File: config.mk
export PLATFORM = sky130hd
export DESIGN_NAME = grf_wb_arbiter_flat
export DESIGN_NICKNAME = d
export VERILOG_FILES = /design/src/rtl/wb_pkg.sv /design/src/rtl/grf_wb_arbiter_if.sv /design/src/rtl/wb_fifo.sv /design/src/rtl/grf_wb_arbiter.sv /design/src/flat_wrapper.sv
export SDC_FILE = /design/constraint.sdc
export NUM_CORES = 1
export LEC_CHECK = 0
export ABC_AREA = 0
export BUFFER_PORTS_ARGS = -buffer_cell sky130_fd_sc_hd__buf_2
export CAP_MARGIN = 25
export CORE_ASPECT_RATIO = 0.6
export CORE_MARGIN = 1.5
export CORE_UTILIZATION = 35
export CTS_BUF_LIST = sky130_fd_sc_hd__clkbuf_4
export DETAILED_ROUTE_END_ITERATION = 8
export HOLD_SLACK_MARGIN = 0.12
export PLACE_DENSITY_LB_ADDON = 0.15
export RECOVER_POWER = 50
export SYNTH_ARGS = -nofsm -noshare
export SYNTH_HDL_FRONTEND = slang
export SYNTH_SLANG_ARGS = --single-unit
File: constraint.sdc
create_clock -name clk -period 4.1 [get_ports clk]
set_clock_uncertainty 0.15 [all_clocks]
set_input_delay 0.615 -clock clk [delete_from_list [all_inputs] [get_ports clk]]
set_output_delay 0.615 -clock clk [all_outputs]
set_load 0.05 [all_outputs]
File: src/rtl/wb_pkg.sv
// Shared types and defaults for the register-file write-back arbiter.
package wb_pkg;

    localparam int DEPTH_DEF        = 4;
    localparam int STARVE_LIMIT_DEF = 8;
    localparam int DATA_W           = 32;

    localparam logic [4:0] ZERO_REG = 5'd0;

    typedef struct packed {
        logic [4:0]        a3;
        logic [DATA_W-1:0] wd;
        logic [DATA_W-1:0] pc;
    } wb_req_t;

    typedef enum logic [1:0] {
        SEL_NONE = 2'd0,
        SEL_PIPE = 2'd1,
        SEL_FIFO = 2'd2
    } sel_e;

    // One-hot register mask; $0 never marks anything.
    function automatic logic [31:0] reg_mask(input logic [4:0] r);
        logic [31:0] m;
        m = 32'd0;
        if (r != ZERO_REG) m[r] = 1'b1;
        return m;
    endfunction

endpackage

File: src/rtl/grf_wb_arbiter_if.sv
// Pipeline, MD-unit and register-file write-port bundle around the write-back arbiter.
interface grf_wb_arbiter_if
    import wb_pkg::*;
#(
    parameter int DEPTH = DEPTH_DEF
) ();

    localparam int CW = $clog2(DEPTH) + 1;

    logic        pipe_we;
    logic [4:0]  pipe_a3;
    logic [31:0] pipe_wd;
    logic [31:0] pipe_pc;
    logic        pipe_accept;

    logic        md_valid;
    logic        md_ready;
    logic [4:0]  md_a3;
    logic [31:0] md_wd;
    logic [31:0] md_pc;

    logic        grf_we;
    logic [4:0]  grf_a3;
    logic [31:0] grf_wd;
    logic [31:0] grf_pc;

    logic          stall_req;
    logic [31:0]   pending;
    logic [CW-1:0] count;

    modport master (
        input  pipe_we, pipe_a3, pipe_wd, pipe_pc,
        input  md_valid, md_a3, md_wd, md_pc,
        output pipe_accept, md_ready,
        output grf_we, grf_a3, grf_wd, grf_pc,
        output stall_req, pending, count
    );

    modport slave (
        output pipe_we, pipe_a3, pipe_wd, pipe_pc,
        output md_valid, md_a3, md_wd, md_pc,
        input  pipe_accept, md_ready,
        input  grf_we, grf_a3, grf_wd, grf_pc,
        input  stall_req, pending, count
    );

endinterface

File: src/rtl/wb_fifo.sv
// Synchronous circular FIFO of write-back requests, exposing every slot and its validity.
module wb_fifo
    import wb_pkg::*;
#(
    parameter int DEPTH = DEPTH_DEF
) (
    input  logic                       clk,
    input  logic                       reset,
    input  logic                       push,
    input  logic                       pop,
    input  wb_req_t                    din,
    output wb_req_t                    dout,
    output logic                       full,
    output logic                       empty,
    output logic [$clog2(DEPTH):0]     count,
    output logic [DEPTH-1:0]           entry_vld,
    output wb_req_t [DEPTH-1:0]        entries
);

    localparam int AW = $clog2(DEPTH);
    localparam int CW = AW + 1;

    logic [AW-1:0] wr_ptr;
    logic [AW-1:0] rd_ptr;
    logic [CW-1:0] cnt;
    wb_req_t [DEPTH-1:0] mem;
    logic do_push;
    logic do_pop;

    assign full    = (cnt == CW'(DEPTH));
    assign empty   = (cnt == '0);
    assign do_push = push && !full;
    assign do_pop  = pop && !empty;

    always_ff @(posedge clk) begin
        if (reset) begin
            wr_ptr <= '0;
            rd_ptr <= '0;
            cnt    <= '0;
        end else begin
            if (do_push) wr_ptr <= wr_ptr + 1'b1;
            if (do_pop)  rd_ptr <= rd_ptr + 1'b1;
            case ({do_push, do_pop})
                2'b10:   cnt <= cnt + 1'b1;
                2'b01:   cnt <= cnt - 1'b1;
                default: cnt <= cnt;
            endcase
        end
    end

    // Storage carries no reset; validity comes solely from the pointers and count.
    always_ff @(posedge clk) begin
        if (do_push) mem[wr_ptr] <= din;
    end

    for (genvar i = 0; i < DEPTH; i++) begin : g_vld
        logic [AW-1:0] off;
        assign off          = AW'(i) - rd_ptr;
        assign entry_vld[i] = ({1'b0, off} < cnt);
    end

    assign dout    = mem[rd_ptr];
    assign count   = cnt;
    assign entries = mem;

endmodule

File: src/rtl/grf_wb_arbiter.sv
// Register-file write-port arbiter: in-order pipeline writes plus buffered MD results with a starvation guard.
module grf_wb_arbiter
    import wb_pkg::*;
#(
    parameter int DEPTH        = DEPTH_DEF,
    parameter int STARVE_LIMIT = STARVE_LIMIT_DEF
) (
    input  logic clk,
    input  logic reset,
    grf_wb_arbiter_if.master bus
);

    localparam int CW = $clog2(DEPTH) + 1;
    localparam int WW = $clog2(STARVE_LIMIT + 1);

    wb_req_t               head;
    wb_req_t               md_req;
    wb_req_t [DEPTH-1:0]   entries;
    logic [DEPTH-1:0]      entry_vld;
    logic                  full;
    logic                  empty;
    logic [CW-1:0]         cnt;

    logic [WW-1:0] wait_cnt;
    logic          stall;
    logic          pipe_vld;
    logic          push;
    logic          pop;
    sel_e          sel;
    logic [31:0]   pend;

    logic          grf_we_p1;
    logic [4:0]    grf_a3_p1;
    logic [31:0]   grf_wd_p1;
    logic [31:0]   grf_pc_p1;

    assign md_req = '{a3: bus.md_a3, wd: bus.md_wd, pc: bus.md_pc};

    // A handshake to $0 completes but the result is dropped here.
    assign push = bus.md_valid && !full && (bus.md_a3 != ZERO_REG);

    wb_fifo #(.DEPTH(DEPTH)) u_fifo (
        .clk       (clk),
        .reset     (reset),
        .push      (push),
        .pop       (pop),
        .din       (md_req),
        .dout      (head),
        .full      (full),
        .empty     (empty),
        .count     (cnt),
        .entry_vld (entry_vld),
        .entries   (entries)
    );

    assign pipe_vld = bus.pipe_we && (bus.pipe_a3 != ZERO_REG);
    assign stall    = (wait_cnt == WW'(STARVE_LIMIT)) && !empty;

    always_comb begin
        sel = SEL_NONE;
        if (stall && !empty)   sel = SEL_FIFO;
        else if (pipe_vld)     sel = SEL_PIPE;
        else if (!empty)       sel = SEL_FIFO;
    end

    assign pop = (sel == SEL_FIFO);

    always_comb begin
        pend = 32'd0;
        for (int i = 0; i < DEPTH; i++) begin
            if (entry_vld[i]) pend = pend | reg_mask(entries[i].a3);
        end
        pend[0] = 1'b0;
    end

    // Head age: restarts on every pop and while nothing is queued.
    always_ff @(posedge clk) begin
        if (reset) begin
            wait_cnt <= '0;
        end else if (pop || empty) begin
            wait_cnt <= '0;
        end else if (wait_cnt != WW'(STARVE_LIMIT)) begin
            wait_cnt <= wait_cnt + 1'b1;
        end
    end

    // ---- stage p1: registered write port ----
    always_ff @(posedge clk) begin
        if (reset) begin
            grf_we_p1 <= 1'b0;
            grf_a3_p1 <= '0;
            grf_wd_p1 <= '0;
            grf_pc_p1 <= '0;
        end else begin
            grf_we_p1 <= (sel != SEL_NONE);
            case (sel)
                SEL_PIPE: begin
                    grf_a3_p1 <= bus.pipe_a3;
                    grf_wd_p1 <= bus.pipe_wd;
                    grf_pc_p1 <= bus.pipe_pc;
                end
                SEL_FIFO: begin
                    grf_a3_p1 <= head.a3;
                    grf_wd_p1 <= head.wd;
                    grf_pc_p1 <= head.pc;
                end
                default: begin
                    grf_a3_p1 <= grf_a3_p1;
                    grf_wd_p1 <= grf_wd_p1;
                    grf_pc_p1 <= grf_pc_p1;
                end
            endcase
        end
    end

    assign bus.pipe_accept = !stall;
    assign bus.stall_req   = stall;
    assign bus.md_ready    = !full;
    assign bus.count       = cnt;
    assign bus.pending     = pend;
    assign bus.grf_we      = grf_we_p1;
    assign bus.grf_a3      = grf_a3_p1;
    assign bus.grf_wd      = grf_wd_p1;
    assign bus.grf_pc      = grf_pc_p1;

endmodule

File: src/flat_wrapper.sv
// flat-port wrapper written by rule: the top's interface ports become plain ports
module grf_wb_arbiter_flat import wb_pkg::*;
#(
    parameter int DEPTH        = DEPTH_DEF,
    parameter int STARVE_LIMIT = STARVE_LIMIT_DEF
)
  (clk, reset, bus_pipe_we, bus_pipe_a3, bus_pipe_wd, bus_pipe_pc, bus_md_valid, bus_md_a3, bus_md_wd, bus_md_pc, bus_pipe_accept, bus_md_ready, bus_grf_we, bus_grf_a3, bus_grf_wd, bus_grf_pc, bus_stall_req, bus_pending, bus_count);
  grf_wb_arbiter_if #(.DEPTH(DEPTH)) bus_i ();
  input  logic clk;
  input  logic reset;
  input wire logic [$bits(bus_i.pipe_we)-1:0] bus_pipe_we;
  input wire logic [$bits(bus_i.pipe_a3)-1:0] bus_pipe_a3;
  input wire logic [$bits(bus_i.pipe_wd)-1:0] bus_pipe_wd;
  input wire logic [$bits(bus_i.pipe_pc)-1:0] bus_pipe_pc;
  input wire logic [$bits(bus_i.md_valid)-1:0] bus_md_valid;
  input wire logic [$bits(bus_i.md_a3)-1:0] bus_md_a3;
  input wire logic [$bits(bus_i.md_wd)-1:0] bus_md_wd;
  input wire logic [$bits(bus_i.md_pc)-1:0] bus_md_pc;
  output wire logic [$bits(bus_i.pipe_accept)-1:0] bus_pipe_accept;
  output wire logic [$bits(bus_i.md_ready)-1:0] bus_md_ready;
  output wire logic [$bits(bus_i.grf_we)-1:0] bus_grf_we;
  output wire logic [$bits(bus_i.grf_a3)-1:0] bus_grf_a3;
  output wire logic [$bits(bus_i.grf_wd)-1:0] bus_grf_wd;
  output wire logic [$bits(bus_i.grf_pc)-1:0] bus_grf_pc;
  output wire logic [$bits(bus_i.stall_req)-1:0] bus_stall_req;
  output wire logic [$bits(bus_i.pending)-1:0] bus_pending;
  output wire logic [$bits(bus_i.count)-1:0] bus_count;
  assign bus_i.pipe_we = bus_pipe_we;
  assign bus_i.pipe_a3 = bus_pipe_a3;
  assign bus_i.pipe_wd = bus_pipe_wd;
  assign bus_i.pipe_pc = bus_pipe_pc;
  assign bus_i.md_valid = bus_md_valid;
  assign bus_i.md_a3 = bus_md_a3;
  assign bus_i.md_wd = bus_md_wd;
  assign bus_i.md_pc = bus_md_pc;
  assign bus_pipe_accept = bus_i.pipe_accept;
  assign bus_md_ready = bus_i.md_ready;
  assign bus_grf_we = bus_i.grf_we;
  assign bus_grf_a3 = bus_i.grf_a3;
  assign bus_grf_wd = bus_i.grf_wd;
  assign bus_grf_pc = bus_i.grf_pc;
  assign bus_stall_req = bus_i.stall_req;
  assign bus_pending = bus_i.pending;
  assign bus_count = bus_i.count;
  grf_wb_arbiter #(.DEPTH(DEPTH), .STARVE_LIMIT(STARVE_LIMIT)) u_core (.clk(clk), .reset(reset), .bus(bus_i));
endmodule
==> results by group, run 1 <==
Timing
  • Setup_tns: 0 ps
  • Hold Violations, Final: 0
  • Final Max Tran Viols: 94
  • RSZ-0062 raised after global routing: no
  • Measured slew at the worst slew-check pin: 2090 ps
  • Final worst setup slack: 202 ps
  • Min Tclk post-route: 3900 ps
  • Fmax: between 200 and 300 MHz
  • Final setup vio count: 0
  • Tcrit/Tclk final: about 95%
  • Slew headroom: -39.1%

Yosys
  • Syn_nets: between 1000 and 1500
  • Top post-synthesis cells by area: edfxtp_1 56%, dfxtp_1 11%, mux4_2 11%
  • Mean post-synth cell area: 16.9 sq um
  • Yosys warns: 0
  • EDFF count, synth: 276
  • Post-synth top area cell: edfxtp_1
  • Sequential area share after synthesis: between 60% and 70%
  • Post-synth top area share: about 56%
  • Async SR Flop Fraction: 0%
  • #FFs+latches synth: around 360
  • Primary FF master, synth: edfxtp_1
  • Synth unique cells: 55
  • Synth Cell Area: 14700 sq um
  • Synthesized instance count: approximately 870

Drt
  • Post-route DRC: 0
  • TritonRoute pass-1 iters: 7
  • Top sig layer: met4
  • M1 WL: 19300 um
  • WL met3: 3190 um
  • Met2 WL: 18000 um
  • Initial DRC count: roughly 920
  • Routed Antenna Nets: 0
  • DR vias/cell: between 5 and 6
  • Final WL: just over 40000 um
  • WL/cell: ~21 um
  • Via count: between 10000 and 15000

Finish
  • Fin nets: around 1500
  • Area occupied by multi-input gates: 4490 sq um
  • Area grow syn2layout: 29.7%
  • Layout cells sized above 1: about 27%
  • Register area: roughly 9900 sq um
  • # fillers: ~3800
  • Commonest non-fill, non-tap cell in the layout: edfxtp_1
  • Commonest cells after routing, fill and taps aside: 276 x edfxtp_1, 140 x clkbuf_1, 139 x dlygate4sd3_1, 138 x clkbuf_4, 106 x buf_2

Placement
  • Pre-CTS setup slack: about 680 ps
  • IO buf count: 248
  • Placed wire-length estimate: roughly 26000 um
  • GPL Wtd Cong: approximately 0.97

Power
  • Internal: just over 7 mW
  • Leakage: ~6.5 nW
  • Power per cell area: 580 nW/um^2
  • Switch Pwr: 3.94 mW
  • Comb power frac: 31.3%
  • Sw Ratio: about 36%
  • Maximum VDD drop: ~240 uV
  • Clk pwr share: 27.5%
  • Flop pwr share: roughly 41%

Floorplanning
  • Die area: around 43000 sq um
  • Core ar.: around 41000 sq um
  • # IOs: between 200 and 300
  • Cell Rows: 57
  • Chip Width: about 270 um
  • Initial Util: between 30% and 40%
  • Die Y: 162 um

Clock network
  • Clock Latency Late Sink: ~740 ps
  • Clock transition at path regs: 80 ps
  • Clk sinks: roughly 360
  • CTS buffer count: 87
  • Clock tree from TritonCTS: yes
  • Longest Clk Path Bufs: 3
  • CTS H-tree lvls: 3
  • CTS Root Buffer Type: clkbuf_4

GRT
  • Antenna violations before repair: 2
  • First-pass GRT wire length: ~62000 um
  • Largest net degree at the start of global routing: 73
  • Grt ovf: 0
  • GRT Total Usage: 19.2%
  • Vias in the first global route: about 10000

Worst setup path
  • Startpoint types: register
  • CP arrival: approximately 3100 ps
  • WS Path Type: register to primary output
  • Maximum fanout along the worst path: 21
  • Crit. End Element: primary output
  • WP data required: around 3300 ps

Job
  • Max Cap Viol: 2

Outcome
  • Violated checks: capacitance limit, slew limit
  • Status: finished with violations

Min path
  • Hold Crit Class: primary input to register
## stage by stage
step / power [mW] / utilization, % / cell area (sq um) / std cells / hold slack (ps)
2_1_floorplan: 7.03 / - / 14700 / 868 / 280
3_3_place_gp: 7.96 / 40.5 / 16600 / 1640 / 300
3_5_place_dp: 7.96 / 40.5 / 16600 / 1640 / 308
4_1_cts: 11.2 / 46.9 / 19200 / 1941 / 150
5_1_grt: 11.6 / 46.5 / 19000 / 1943 / 182
6_report: 11.0 / 46.5 / 19000 / 1943 / 260
## sequential cells by signal, summed over array words and instances (netlist names)
register / count
u_core.u_fifo.entries: 276
u_core.u_fifo.count: 3
u_core.u_fifo.rd_ptr: 2
u_core.wait_cnt: 4
u_core.u_fifo.wr_ptr: 2
u_core.bus.grf_we: 1
u_core.bus.grf_pc: 32
u_core.bus.grf_a3: 5
u_core.bus.grf_wd: 32
## routing by layer
| metal | vias up | GRT usage [%] |
|---|---|---|
| met4 | 0 | 5.68 |
| met3 | 72 | 6.31 |
| met1 | 5068 | 27.6 |
| met5 | - | 0 |
| li1 | 4555 | - |
| met2 | 367 | 27.6 |
## critical path, cell delays in order, from the launching register on
cell and delay, ps:
dfxtp_4 370, buf_6 240, inv_1 90, ha_1 360, a211oi_1 110, nor3_1 450, nand2_1 210, o221ai_1 250
buf_2 310
## final timing paths
check / from / endpoint / slack [ps] / cells after the start
worst max register to register: u_core.u_fifo.count[0]$_SDFFE_PP0P_ / u_core.u_fifo.entries[137]$_DFFE_PP_ / 330 / 4
worst min-delay path: bus_md_valid / u_core.u_fifo.wr_ptr[1]$_SDFFE_PP0P_ / 260 / 4
worst min register to register: u_core.wait_cnt[0]$_SDFFE_PP0P_ / u_core.wait_cnt[0]$_SDFFE_PP0P_ / 320 / 1
worst max-delay path: u_core.u_fifo.rd_ptr[1]$_SDFFE_PP0P_ / bus_pending[14] / 200 / 8
## power by group through the flow
stage | Clock, mW | Combinational, mW | Sequential (mW)
final | 3.04 | 3.46 | 4.55
after global routing | 3.36 | 3.70 | 4.58
after CTS | 3.16 | 3.51 | 4.53
after detailed placement | 0 | 3.33 | 4.63
after global placement | 0 | 3.34 | 4.62
after floorplan | 0 | 1.83 | 5.20
## synthesized netlist by cell type, drive strengths merged (4+ instances only)
cell       n
a2111oi   10
a21oi      6
a221o     75
a22oi     11
a2bb2oi    5
and2      15
buf       26
clkbuf    29
dfxtp     81
edfxtp   276
ha        11
inv       19
mux4      69
nand2     21
nand2b    16
nand3      5
nor2      20
nor2b     19
nor3b     64
o2111ai   11
o211ai     8
o221ai    16
o22a       4
o22ai      5
o2bb2a     4
or2        5
or4        4
## cell families (layout without fill, tap and decap cells)
| logic type | count (synthesis) | count (layout) | synth area share, % |
|---|---|---|---|
| muxes | 71 | 71 | 10.7 |
| other | 1 | 3 | 0.0255 |
| AOI/OAI and AO/OA | 170 | 170 | 10.5 |
| DFF | 357 | 357 | 67.5 |
| xor gates and xnor gates | 5 | 5 | 0.298 |
| adders and majority gates | 12 | 12 | 1.07 |
| and+or+nand+nor | 178 | 178 | 7.47 |
| buffers and inverters | 74 | 587 | 2.41 |
## cell type report
cell class	count	area share, %
Clock buffer	137	5.40
Clock inverter	23	0.729
Timing Repair Buffer	408	14.1
Antenna cell	2	0.0263
Inverter	19	0.374
Sequential cell	357	52.1
Multi-Input combinational cell	437	23.6
Tap cell	560	3.68
## what timing repair did
item,in CTS,in global routing
gates resized for setup,10,13
hold buffers,139,0
hold endpoints to repair,351,0
endpoints found under the setup margin,16,21
buffers inserted,2,0
Note: power is estimated with default switching activity, not from simulation.
==> run 2: changes to the inputs <==
Clock period 4.1 ns to 3.8 ns, I/O delays scaled along.
==> results by group, run 2 (same netlist as run 1, synthesis figures left out) <==
Floorplanning
  • Die area: 43200 sq um (unchanged)
  • # IOs: 250 (unchanged)
  • Cell Rows: 57 (unchanged)
  • Initial Util: 35.9% (unchanged)
  • Core ar.: 40900 sq um (unchanged)
  • Chip Width: 267 um (unchanged)
  • Die Y: 162 um (unchanged)

Finish
  • Final Non-Filler Cells: 1960 (+0.87%)
  • Fin nets: 1480 (+1.1%)
  • Layout cells sized above 1: 30.1% (+3.2 points)
  • Area grow syn2layout: 32.2%
  • Final Util: 47.4% (+0.90 points)
  • Max FFs per register: 276 (unchanged)
  • Commonest non-fill, non-tap cell in the layout: edfxtp_1
  • Commonest cells after routing, fill and taps aside: 276 x edfxtp_1, 141 x dlygate4sd3_1, 139 x clkbuf_4, 116 x clkbuf_1, 114 x buf_2

Power
  • Comb power frac: 31.9% (+0.6 points)
  • Clk pwr share: 28.1% (+0.6 points)
  • Switch Pwr: 4.33 mW (+10%)
  • Internal: 7.96 mW (+12%)
  • Flop pwr share: 40.1% (-1.1 points)
  • Power per cell area: 633 nW/um^2 (+9.2%)
  • Power, Total: 12.3 mW (+11%)
  • Maximum VDD drop: 414 uV (+72%)
  • Leakage: 6.68 nW (+3.3%)
  • Sw Ratio: 35.3% (-0.39 points)

Drt
  • DR vias/cell: 5.20 (+0.45%)
  • TritonRoute pass-1 iters: 5 (-2)
  • Final WL: 41800 um (+1.4%)
  • Via count: 10200 (+1.3%)
  • WL/cell: 21.3 um (+0.48%)
  • Routed Antenna Nets: 0 (unchanged)
  • Post-route DRC: 0 (unchanged)
  • Initial DRC count: 983 (+7.4%)

Worst setup path
  • Critical-path cell list: clkinvlp_4, ha_1, nor2b_1, a2111oi_1, buf_4, a22oi_1, o221ai_1, clkbuf_4
  • Crit path largest cell delay: 420 ps (-30 ps)
  • CP arrival: 2930 ps (-200 ps)
  • Reg2Reg Depth: 4 (unchanged)
  • Crit-path slowest cell: a2111oi_1
  • WP data required: 3080 ps (-260 ps)
  • Crit. End Element: primary output
  • R2r setup slk: 610 ps (+280 ps)
  • Cell family with most CP delay: buffers and inverters
  • R2R Path End: u_core.u_fifo.entries[25]$_DFFE_PP_
  • Startpoint types: register
  • Reg-to-Reg Start: u_core.u_fifo.count[0]$_SDFFE_PP0P_
  • Maximum fanout along the worst path: 7 (-67%)
  • WS Path Type: register to primary output
  • Bufs and invs on worst path: 3 (unchanged)

Timing
  • Measured slew at the worst slew-check pin: 1710 ps (-377 ps)
  • Min Tclk post-route: roughly 3700 ps
  • Final Max Tran Viols: 95 (+1.1%)
  • Hold Violations, Final: 0 (unchanged)
  • Final setup vio count: 0 (unchanged)
  • Slew headroom: -13.9% (+25 points)
  • Fmax: around 270 MHz
  • Tcrit/Tclk final: a little over nine tenths
  • Hold slack: 244 ps (-15.4 ps)

GRT
  • Grt ovf: 0 (unchanged)
  • Vias in the first global route: 10400 (+0.35%)
  • Largest net degree at the start of global routing: 67 (-8.2%)
  • Most Used Layer, Global Route: met1
  • M3 GR Usage: 5.61% (-0.70 points)
  • Antenna violations before repair: 2 (unchanged)
  • Met2 Track Usage GR: 27.6% (about the same)
  • First-pass GRT wire length: 63100 um (+1.2%)
  • GRT Total Usage: 19.4% (+0.21 points)
  • Met1 Track Usage GR: 28.7% (+1.1 points)

Clock network
  • Clk sinks: 357 (unchanged)
  • Longest Clk Path Bufs: 3 (unchanged)
  • Clock tree from TritonCTS: yes
  • CTS Root Buffer Type: clkbuf_4
  • CTS buffer count: 87 (unchanged)
  • Clock transition at path regs: 70 ps (about the same)
  • CTS H-tree lvls: 3 (unchanged)
  • Clock Latency Late Sink: 730 ps (about the same)

Outcome
  • Violated checks: capacitance limit, slew limit
  • Status: finished with violations

Job
  • Max Cap Viol: 2 (unchanged)

Placement
  • IO buf count: 248 (unchanged)
  • GPL Wtd Cong: 0.926 (-4.6%)
  • Placed cell count: 1647 (+0.43%)
  • Placed wire-length estimate: 26400 um (+2.3%)

Min path
  • Hold Crit Class: primary input to register
  • Hold Path Depth: 4 (unchanged)
  • Min-delay src: bus_pipe_we
  • Hold Path Sink: u_core.wait_cnt[1]$_SDFFE_PP0P_
==> run 2: changes by cell type in the layout (fill, tap and decap cells not counted), sizes merged <==
cell,delta
clkinvlp,-1
inv,-3
clkbuf,-23
buf,+33
clkinv,+6
bufinv,+3
dlygate4sd3,+2
==> run 2: worst max path at each step <==
stage / start / endpoint / slack [ps] / cells past startpoint
global route: u_core.u_fifo.count[1]$_SDFFE_PP0P_ / bus_pending[25] / -40 / 8
detailed placement: bus_pipe_a3[1] / u_core.u_fifo.count[2]$_SDFFE_PP0P_ / 620 / 10
floorplan: u_core.u_fifo.count[0]$_SDFFE_PP0P_ / u_core.u_fifo.entries[0]$_DFFE_PP_ / 60 / 4
finish: u_core.u_fifo.count[1]$_SDFFE_PP0P_ / bus_pending[25] / 150 / 8
global placement: u_core.u_fifo.rd_ptr[1]$_SDFFE_PP0P_ / bus_pending[16] / 640 / 9
CTS: u_core.u_fifo.rd_ptr[0]$_SDFFE_PP0P_ / bus_pending[16] / -0.9 / 9
==> run 2: power groups by stage <==
stage                     Sequential (mW)  Clock [mW]  Combinational (mW)
after floorplan                      5.61           0                1.97
after global placement               4.97           0                3.62
after detailed placement             4.99           0                3.61
after CTS                            4.90        3.59                3.79
after global routing                 4.97        3.79                4.17
final                                4.93        3.45                3.92
==> run 2: tightest hold or removal path: stages <==
cell,delay [ps]
buf_2,130
o21a_4,140
nand3_1,180
nor2_1,50
==> run 2: layer usage <==
metal | routed length [um] | up-vias
met1 | 20100 | 5130
met4 | 686 | 0
met5 | 0 | -
li1 | - | 4597
met2 | 17900 | 397
met3 | 3150 | 72
==> run 2: timing repair <==
item,in CTS,in global routing
cloned,0,0
pin swaps,0,3
buffers inserted,3,5
gates resized for setup,19,43
endpoints found under the setup margin,30,30
endpoints found under the hold margin,347,0
hold buffers,141,0
==> run 2: stage by stage <==
stage / cell area (sq um) / worst slack (ps) / TNS, ps
finish: 19400 / 148 / 0
global route: 19400 / -43.5 / -60.5
CTS: 19300 / -0.858 / -0.858
detailed placement: 16600 / 618 / 0
global placement: 16600 / 644 / 0
floorplan: 14700 / 55.6 / 0
==> run 2: area by class of cell <==
type / instances / area (sq um)
clock inverter: 28 / 223
tap: 560 / 701
antenna: 2 / 5.00
sequential: 357 / 9920
timing repair buffer: 424 / 2890
clock buffer: 133 / 998
inverter: 19 / 75.1
fill: 3722 / 21500
multi-input combinational: 437 / 4600
